File: config.mk
export PLATFORM = sky130hd
export DESIGN_NAME = uart_rx_byte_flat
export DESIGN_NICKNAME = d
export VERILOG_FILES = /design/src/rtl/uart_pkg.sv /design/src/rtl/uart_rx_byte_if.sv /design/src/rtl/uart_sync.sv /design/src/rtl/uart_rx_byte.sv /design/src/flat_wrapper.sv
export SDC_FILE = /design/constraint.sdc
export NUM_CORES = 1
export LEC_CHECK = 0
export CAP_MARGIN = 10
export CORE_ASPECT_RATIO = 1.2
export CORE_MARGIN = 2
export CORE_UTILIZATION = 61
export DETAILED_ROUTE_END_ITERATION = 8
export PLACE_DENSITY = 0.92
export SYNTH_ARGS = -nofsm -noshare
export SYNTH_HDL_FRONTEND = slang
export SYNTH_SLANG_ARGS = --single-unit
File: constraint.sdc
create_clock -name clk -period 5.4 [get_ports clk]
set_clock_uncertainty 0.1 [all_clocks]
set_input_delay 0.54 -clock clk [delete_from_list [all_inputs] [get_ports clk]]
set_output_delay 0.54 -clock clk [all_outputs]
set_load 0.03 [all_outputs]
File: src/rtl/uart_pkg.sv
// Shared UART definitions: frame state encoding, data width, line idle level.
// Used by uart_rx_byte today and by the transmit side downstream of the cipher.
package uart_pkg;

   localparam int   DATA_BITS  = 8;
   localparam logic IDLE_LEVEL = 1'b1;

   typedef enum logic [2:0] {
      IDLE   = 3'd0,
      START  = 3'd1,
      DATA   = 3'd2,
      PARITY = 3'd3,
      STOP   = 3'd4,
      BREAK  = 3'd5
   } uart_state_t;

   // Even parity bit for a data word: the bit that makes the total count of ones even.
   function automatic logic even_parity(input logic [DATA_BITS-1:0] d);
      return ^d;
   endfunction

endpackage

File: src/rtl/uart_rx_byte_if.sv
// Byte-side handshake of the UART receiver: data/valid/ready plus error pulses.
interface uart_rx_byte_if;
   import uart_pkg::*;

   logic [DATA_BITS-1:0] rx_data;
   logic                 rx_valid;
   logic                 rx_ready;
   logic                 frame_err;
   logic                 overrun;

   modport master (output rx_data, rx_valid, frame_err, overrun, input rx_ready);
   modport slave  (input rx_data, rx_valid, frame_err, overrun, output rx_ready);

endinterface

File: src/rtl/uart_sync.sv
// Flop-chain synchronizer for an asynchronous input; resets to 1 so an idle
// high line does not look like an edge coming out of reset.
module uart_sync #(
   parameter int SYNC_STAGES = 2
) (
   input  logic clk,
   input  logic rst_n,
   input  logic d,
   output logic q
);

   logic [SYNC_STAGES-1:0] chain;

   // Shift the raw input through the chain, oldest sample at the top bit.
   always_ff @(posedge clk or negedge rst_n) begin
      if (!rst_n) chain <= {SYNC_STAGES{1'b1}};
      else        chain <= {chain[SYNC_STAGES-2:0], d};
   end

   assign q = chain[SYNC_STAGES-1];

endmodule

File: src/rtl/uart_rx_byte.sv
// UART byte receiver (8N1, LSB first) with a single holding register on a
// valid/ready handshake, framing-error and overrun pulses.
// Optional: define UART_RX_PARITY_EN for 8E1 frames (adds a PARITY state).
//
// state  | meaning
// IDLE   | line idle, waiting for rxs low
// START  | timing to mid start bit, rejecting glitches
// DATA   | sampling 8 data bits at bit-period intervals
// PARITY | sampling the even-parity bit (parity build only)
// STOP   | sampling the stop bit; commit or flag the byte
// BREAK  | line held low after a bad stop, waiting for it to go high
module uart_rx_byte
   import uart_pkg::*;
#(
   parameter int CLKS_PER_BIT = 10417,
   parameter int SYNC_STAGES  = 2
) (
   input  logic           clk,
   input  logic           rst_n,
   input  logic           ena,
   input  logic           serial_in,
   uart_rx_byte_if.master rx
);

   localparam int           CW      = $clog2(CLKS_PER_BIT);
   localparam logic [CW-1:0] HALF_TC = CW'(CLKS_PER_BIT / 2 - 1);
   localparam logic [CW-1:0] FULL_TC = CW'(CLKS_PER_BIT - 1);
   localparam logic [2:0]    LAST_IX = 3'(DATA_BITS - 1);

   uart_state_t          state, state_nx;
   logic [CW-1:0]        cnt;
   logic [2:0]           bit_idx;
   logic [DATA_BITS-1:0] shift_reg;
   logic                 rxs;

   logic                 at_half, at_full;
   logic                 cnt_clr, shift_en, stop_smp, par_ok;
   logic                 commit_good, frame_bad;

   logic [DATA_BITS-1:0] data_q;
   logic                 valid_q, ferr_q, ovr_q;

`ifdef UART_RX_PARITY_EN
   logic                 par_bit;
   logic                 par_en;
`endif

   uart_sync #(.SYNC_STAGES(SYNC_STAGES)) u_sync (
      .clk   (clk),
      .rst_n (rst_n),
      .d     (serial_in),
      .q     (rxs)
   );

   assign at_half = (cnt == HALF_TC);
   assign at_full = (cnt == FULL_TC);

   // State register.
   always_ff @(posedge clk or negedge rst_n) begin
      if (!rst_n) state <= IDLE;
      else        state <= state_nx;
   end

   // Next-state logic; ena low forces IDLE from anywhere.
   always_comb begin
      state_nx = state;
      unique case (state)
         IDLE:   if (rxs != IDLE_LEVEL) state_nx = START;
         START:  if (at_half) state_nx = (rxs == IDLE_LEVEL) ? IDLE : DATA;
         DATA: begin
            if (at_full && (bit_idx == LAST_IX)) begin
`ifdef UART_RX_PARITY_EN
               state_nx = PARITY;
`else
               state_nx = STOP;
`endif
            end
         end
         PARITY: if (at_full) state_nx = STOP;
         STOP:   if (at_full) state_nx = (rxs == IDLE_LEVEL) ? IDLE : BREAK;
         BREAK:  if (rxs == IDLE_LEVEL) state_nx = IDLE;
         default: state_nx = IDLE;
      endcase
      if (!ena) state_nx = IDLE;
   end

   // Per-state controls: sample strobes, counter clear, commit/error decisions.
   always_comb begin
      cnt_clr  = (state_nx != state) || at_full || (state == IDLE) || (state == BREAK);
      shift_en = ena && (state == DATA) && at_full;
      stop_smp = ena && (state == STOP) && at_full;
`ifdef UART_RX_PARITY_EN
      par_en   = ena && (state == PARITY) && at_full;
      par_ok   = (par_bit == even_parity(shift_reg));
`else
      par_ok   = 1'b1;
`endif
      commit_good = stop_smp && (rxs == IDLE_LEVEL) && par_ok;
      frame_bad   = stop_smp && !((rxs == IDLE_LEVEL) && par_ok);
   end

   // Bit-period counter, restarted on every state entry and at each sample point.
   always_ff @(posedge clk or negedge rst_n) begin
      if (!rst_n)       cnt <= '0;
      else if (cnt_clr) cnt <= '0;
      else              cnt <= cnt + CW'(1);
   end

   // Data deserializer: bit index restarts whenever we are outside DATA.
   always_ff @(posedge clk or negedge rst_n) begin
      if (!rst_n) begin
         bit_idx   <= '0;
         shift_reg <= '0;
      end else begin
         if (state != DATA) bit_idx <= '0;
         else if (shift_en) bit_idx <= bit_idx + 3'd1;
         if (shift_en) shift_reg[bit_idx] <= rxs;
      end
   end

`ifdef UART_RX_PARITY_EN
   // Captured parity bit, checked against the data at the stop sample.
   always_ff @(posedge clk or negedge rst_n) begin
      if (!rst_n)      par_bit <= 1'b0;
      else if (par_en) par_bit <= rxs;
   end
`endif

   // Holding register and handshake; a commit into a full, undrained register is dropped.
   always_ff @(posedge clk or negedge rst_n) begin
      if (!rst_n) begin
         data_q  <= '0;
         valid_q <= 1'b0;
         ferr_q  <= 1'b0;
         ovr_q   <= 1'b0;
      end else begin
         ferr_q <= frame_bad;
         ovr_q  <= 1'b0;
         if (commit_good) begin
            if (!valid_q || rx.rx_ready) begin
               data_q  <= shift_reg;
               valid_q <= 1'b1;
            end else begin
               ovr_q <= 1'b1;
            end
         end else if (valid_q && rx.rx_ready) begin
            valid_q <= 1'b0;
         end
      end
   end

   assign rx.rx_data   = data_q;
   assign rx.rx_valid  = valid_q;
   assign rx.frame_err = ferr_q;
   assign rx.overrun   = ovr_q;

endmodule
File: src/flat_wrapper.sv
// flat-port wrapper written by rule: the top's interface ports become plain ports
module uart_rx_byte_flat import uart_pkg::*;
#(
   parameter int CLKS_PER_BIT = 10417,
   parameter int SYNC_STAGES  = 2
)
  (clk, rst_n, ena, serial_in, rx_rx_data, rx_rx_valid, rx_frame_err, rx_overrun, rx_rx_ready);
  uart_rx_byte_if rx_i ();
  input  logic clk;
  input  logic rst_n;
  input  logic ena;
  input  logic serial_in;
  output wire logic [$bits(rx_i.rx_data)-1:0] rx_rx_data;
  output wire logic [$bits(rx_i.rx_valid)-1:0] rx_rx_valid;
  output wire logic [$bits(rx_i.frame_err)-1:0] rx_frame_err;
  output wire logic [$bits(rx_i.overrun)-1:0] rx_overrun;
  input wire logic [$bits(rx_i.rx_ready)-1:0] rx_rx_ready;
  assign rx_rx_data = rx_i.rx_data;
  assign rx_rx_valid = rx_i.rx_valid;
  assign rx_frame_err = rx_i.frame_err;
  assign rx_overrun = rx_i.overrun;
  assign rx_i.rx_ready = rx_rx_ready;
  uart_rx_byte #(.CLKS_PER_BIT(CLKS_PER_BIT), .SYNC_STAGES(SYNC_STAGES)) u_core (.clk(clk), .rst_n(rst_n), .ena(ena), .serial_in(serial_in), .rx(rx_i));
endmodule
==> summary by stage <==
Timing
The number of hold violations in the final report is 0. For the final routed database, the setup TNS stands at 0 ns. The number of max-slew violations in the final report is 0. Subtracting the final worst setup slack from the clock period gives 2.74 ns. At the pin with the least slew margin, the transition time is 0.878 ns.

The tightest hold path in the finished design has a slack of 0.192 ns. Of the available clock period, the critical path in the final layout requires 50.7%. The maximum clock frequency is 365 MHz. In this run the tightest slew margin relative to its limit is 41.5%. The setup violation total in the final timing report is 0. Setup repair after global routing left no endpoint under its margin.

Setup path
The kind of cell adding the most delay to the critical path is simple AND/OR/NAND/NOR gates. The startpoint of the most critical setup path is u_core.cnt[3]$_DFF_PN0_. The required time of the critical path is 5.54 ns.

The worst register-to-register path begins at u_core.cnt[3]$_DFF_PN0_. STA classifies the critical path startpoint as a flop. Walking the worst path, the cells encountered are or4b_4 -> or4_4 -> nor4_1 -> mux2_1. In this design, the stage delay of the slowest critical-path cell is 0.65 ns.

The endpoint class of the critical path is a flop. The register-to-register path setup slack is 2.66 ns. The setup path with the least slack is of type reg2reg. At the worst endpoint, the arrival time is 2.88 ns. The worst path buffer plus inverter count is 0. Along the worst path, the maximum fanout reaches 15. The slowest stage of the critical path is the sky130_fd_sc_hd__or4_4 cell.

Yosys
The most common cell in the synthesized netlist is sky130_fd_sc_hd__dfrtp_1. The post-synthesis adder-cell area fraction is 2.53%. After synthesis the cells add up to 0.00198 mm².

The register area share after synthesis is 51.9%. After synthesis, the largest family of logic cells by area is simple AND/OR/NAND/NOR gates. The cell accounting for the most synthesized area is sky130_fd_sc_hd__dfrtp_1. Synthesis produced a netlist whose cell count is 183. The count of flip-flops with a built-in enable after synthesis is 0. The commonest cells after synthesis are sky130_fd_sc_hd__dfrtp_1 (39), sky130_fd_sc_hd__nor2_1 (23), sky130_fd_sc_hd__nand2_1 (14). The mean area per synthesized cell is 10.8 µm². The proportion of synthesized area in mux cells is 9.09%. Of the total synthesized cell area, the portion taken by AND, OR, NAND and NOR gates is 23.5%.

Ranked by total cell area, the synthesized netlist is headed by sky130_fd_sc_hd__dfrtp_1 (49%), sky130_fd_sc_hd__mux2_2 (6.3%), sky130_fd_sc_hd__xor2_1 (4.4%), sky130_fd_sc_hd__nor2_1 (4.4%), sky130_fd_sc_hd__nor4_1 (3.2%). The number of different library cells used by synthesis comes to 40. During synthesis, Yosys emitted a total of 0 warnings. For this run, the leading register cell type out of synthesis is sky130_fd_sc_hd__dfrtp_1. The portion of synthesized cell area occupied by the leading cell type is 49.2%. The synthesis-stage register bit count is 41. The area fraction in compound gates after synthesis is 4.42%. The async set-or-reset flop fraction in the synthesized netlist is 100%. When the netlist entered floorplanning its net count stood at 192. After Yosys synthesis, XOR and XNOR cells account for 5.74% of the synthesized area.

Detailed routing
The iteration-0 DRC count of the detailed router is 42. In the routed layout, each cell is associated on average with a via count of 5.89. In the routed design, unresolved DRC markers number 0. The first-pass detailed-route iteration total is 4.

After detailed routing, the average wire length per cell comes to 15.3 µm. The count of nets left with antenna violations once routing finished came out at 0. The final wirelength is 3.63 mm.

The detailed router placed 1395 vias in this run.

CTS
Clock tree synthesis inserted a total of 5 buffers. The post-CTS resize count is 0. The worst-case clock buffer depth is 2. TritonCTS built the clock tree.

The clock tree synthesis step divided the H-tree into 2 levels. Clock tree synthesis found a total of 41 sinks. For this design, the CTS-stage hold fixing added 0 buffers. The number of setup buffers added after CTS is 0. The clock root buffer is sky130_fd_sc_hd__clkbuf_4. The clock-pin slew on the worst setup and hold paths is 0.12 ns.

For the worst-skew pair, the clock arrives at the later sink with an insertion delay of 0.36 ns.

Power
VDD sags by at most 0.000223 V. After layout, the design draws a total of 0.511 mW. The leakage power of the design is 0.989 nW. Dividing total power by cell area gives a power density of 233 mW/mm².

Global route
The residual overflow from global routing is 0. Entering global routing, the biggest net connects 42 pins. The wire length of the first global-routing pass is 6.31 mm. The initial antenna violation count is 0. The total global-route track usage is 22.3%. The via count of the first global-routing pass is 1412.

Floorplan
The placeable core region is 0.00308 mm². In this run the count of I/O pins placed on the die edge is 16. For this configuration, the core starts out at a cell density of 64.3%. The floorplan step defined a die boundary enclosing 0.00372 mm².

In this run the vertical extent of the chip is 66.4 µm. The horizontal die dimension is 56.0 µm. After floorplanning, the core was divided into 22 placement rows.

Cells and area
The post-route non-filler standard cell count is 237. In the final layout, flip-flops and latches occupy 0.00103 mm². Fill cells in the final layout number 229. The register with the most flip-flops in the layout has 14 of them.

The antenna cell count is 0. After the last flow step, the layout net total stands at 209. The synthesis-to-finish area growth is 11.0%. Of the cells placed in the final design, the portion with a size suffix greater than 1 is 14.4%. The multi-input logic area is 897 µm².

Run status
The flow ran to the end, and the final reports show no timing, DRC or antenna violations.

Run
Max-cap violations in this run came to 0.

Placement
Once detailed placement completed, the half-perimeter wirelength came to 2.65 mm. The instance count after placement with tap cells included is 229. Routability-driven placement finished with a final weighted congestion of 0.976. The count of buffers added on input and output ports is 15.

Worst hold path
The min-delay analysis places its worst path in the category in2async.
[placed cells by master (no fill, tap or decap), drive strengths merged, types with 2 or more instances in the layout]
cell type | Yosys | layout
nor2 | 24 | 24
inv | 3 | 3
nor2b | 4 | 4
and3 | 4 | 4
dfstp | 2 | 2
mux2 | 16 | 16
clkinv | 0 | 2
xor2 | 10 | 10
buf | 3 | 2
nor4 | 10 | 10
nand2b | 9 | 9
a21oi | 5 | 5
or4bb | 2 | 2
ha | 4 | 4
clkbuf | 3 | 6
nand2 | 14 | 14
xnor2 | 3 | 3
dfrtp | 39 | 39
clkdlybuf4s50 | 0 | 14
nand3 | 11 | 11
[worst paths after layout]
| check | end | cells after the start |
|---|---|---|
| worst max-delay path | u_core.shift_reg[7]$_DFFE_PN0P_ | 4 |
| worst min-delay path | u_core.state[2]$_DFF_PN0_ | 1 |
| worst max register to register | u_core.shift_reg[7]$_DFFE_PN0P_ | 4 |
| worst min register to register | u_core.u_sync.chain[1]$_DFF_PN1_ | 0 |
| max in group asynchronous | u_core.rx.rx_data[6]$_DFFE_PN0P_ | 1 |
| min in group clk | u_core.u_sync.chain[1]$_DFF_PN1_ | 0 |
[stage by stage]
step | cell area [µm²] | setup WS [ns] | utilization, %
detailed placement | 2130 | 2.68 | 69.2
global route | 2200 | 2.54 | 71.3
global placement | 2130 | 2.80 | 69.2
finish | 2200 | 2.66 | 71.3
CTS | 2200 | 2.66 | 71.3
floorplan | 1980 | 2.81 | -
[report_power, final]
part | total (mW) | leakage [nW] | switching [mW] | internal [mW]
sequential | 0.319 | 0.563 | 0.00697 | 0.312
clock | 0.162 | 0.0382 | 0.0989 | 0.0635
combinational | 0.0305 | 0.388 | 0.0200 | 0.0105
[cells by family after synthesis]
| family | count (synthesis) |
|---|---|
| AOI/OAI and AO/OA | 13 |
| xor gates and xnor gates | 13 |
| adders and majority gates | 4 |
| buffers and inverters | 9 |
| DFF | 41 |
| muxes | 16 |
| and+or+nand+nor | 87 |
[worst reg2reg max path: stages (launching register included)]
cell	delay [ns]
sky130_fd_sc_hd__dfrtp_1	0.46
sky130_fd_sc_hd__or4b_4	0.57
sky130_fd_sc_hd__or4_4	0.65
sky130_fd_sc_hd__nor4_1	0.46
sky130_fd_sc_hd__mux2_1	0.38
[area by class of cell]
type,count,area share [%]
multi-input cells,133,40.8
clock inverters,2,0.626
clock buffers,6,2.33
well taps,36,2.05
flip-flops and latches,41,46.8
inverters,3,0.512
repair buffers,16,6.94
[per-layer routing]
| layer | up-vias | track usage (%) | part of all wire, % |
|---|---|---|---|
| met5 | - | 0 | 0 |
| met4 | 0 | 11.3 | 2.2 |
| met3 | 8 | 5.48 | 3.6 |
| met2 | 30 | 40.3 | 54 |
| met1 | 686 | 24.0 | 40 |
| li1 | 671 | - | - |
No activity file was read; power rests on OpenSTA's default activity.
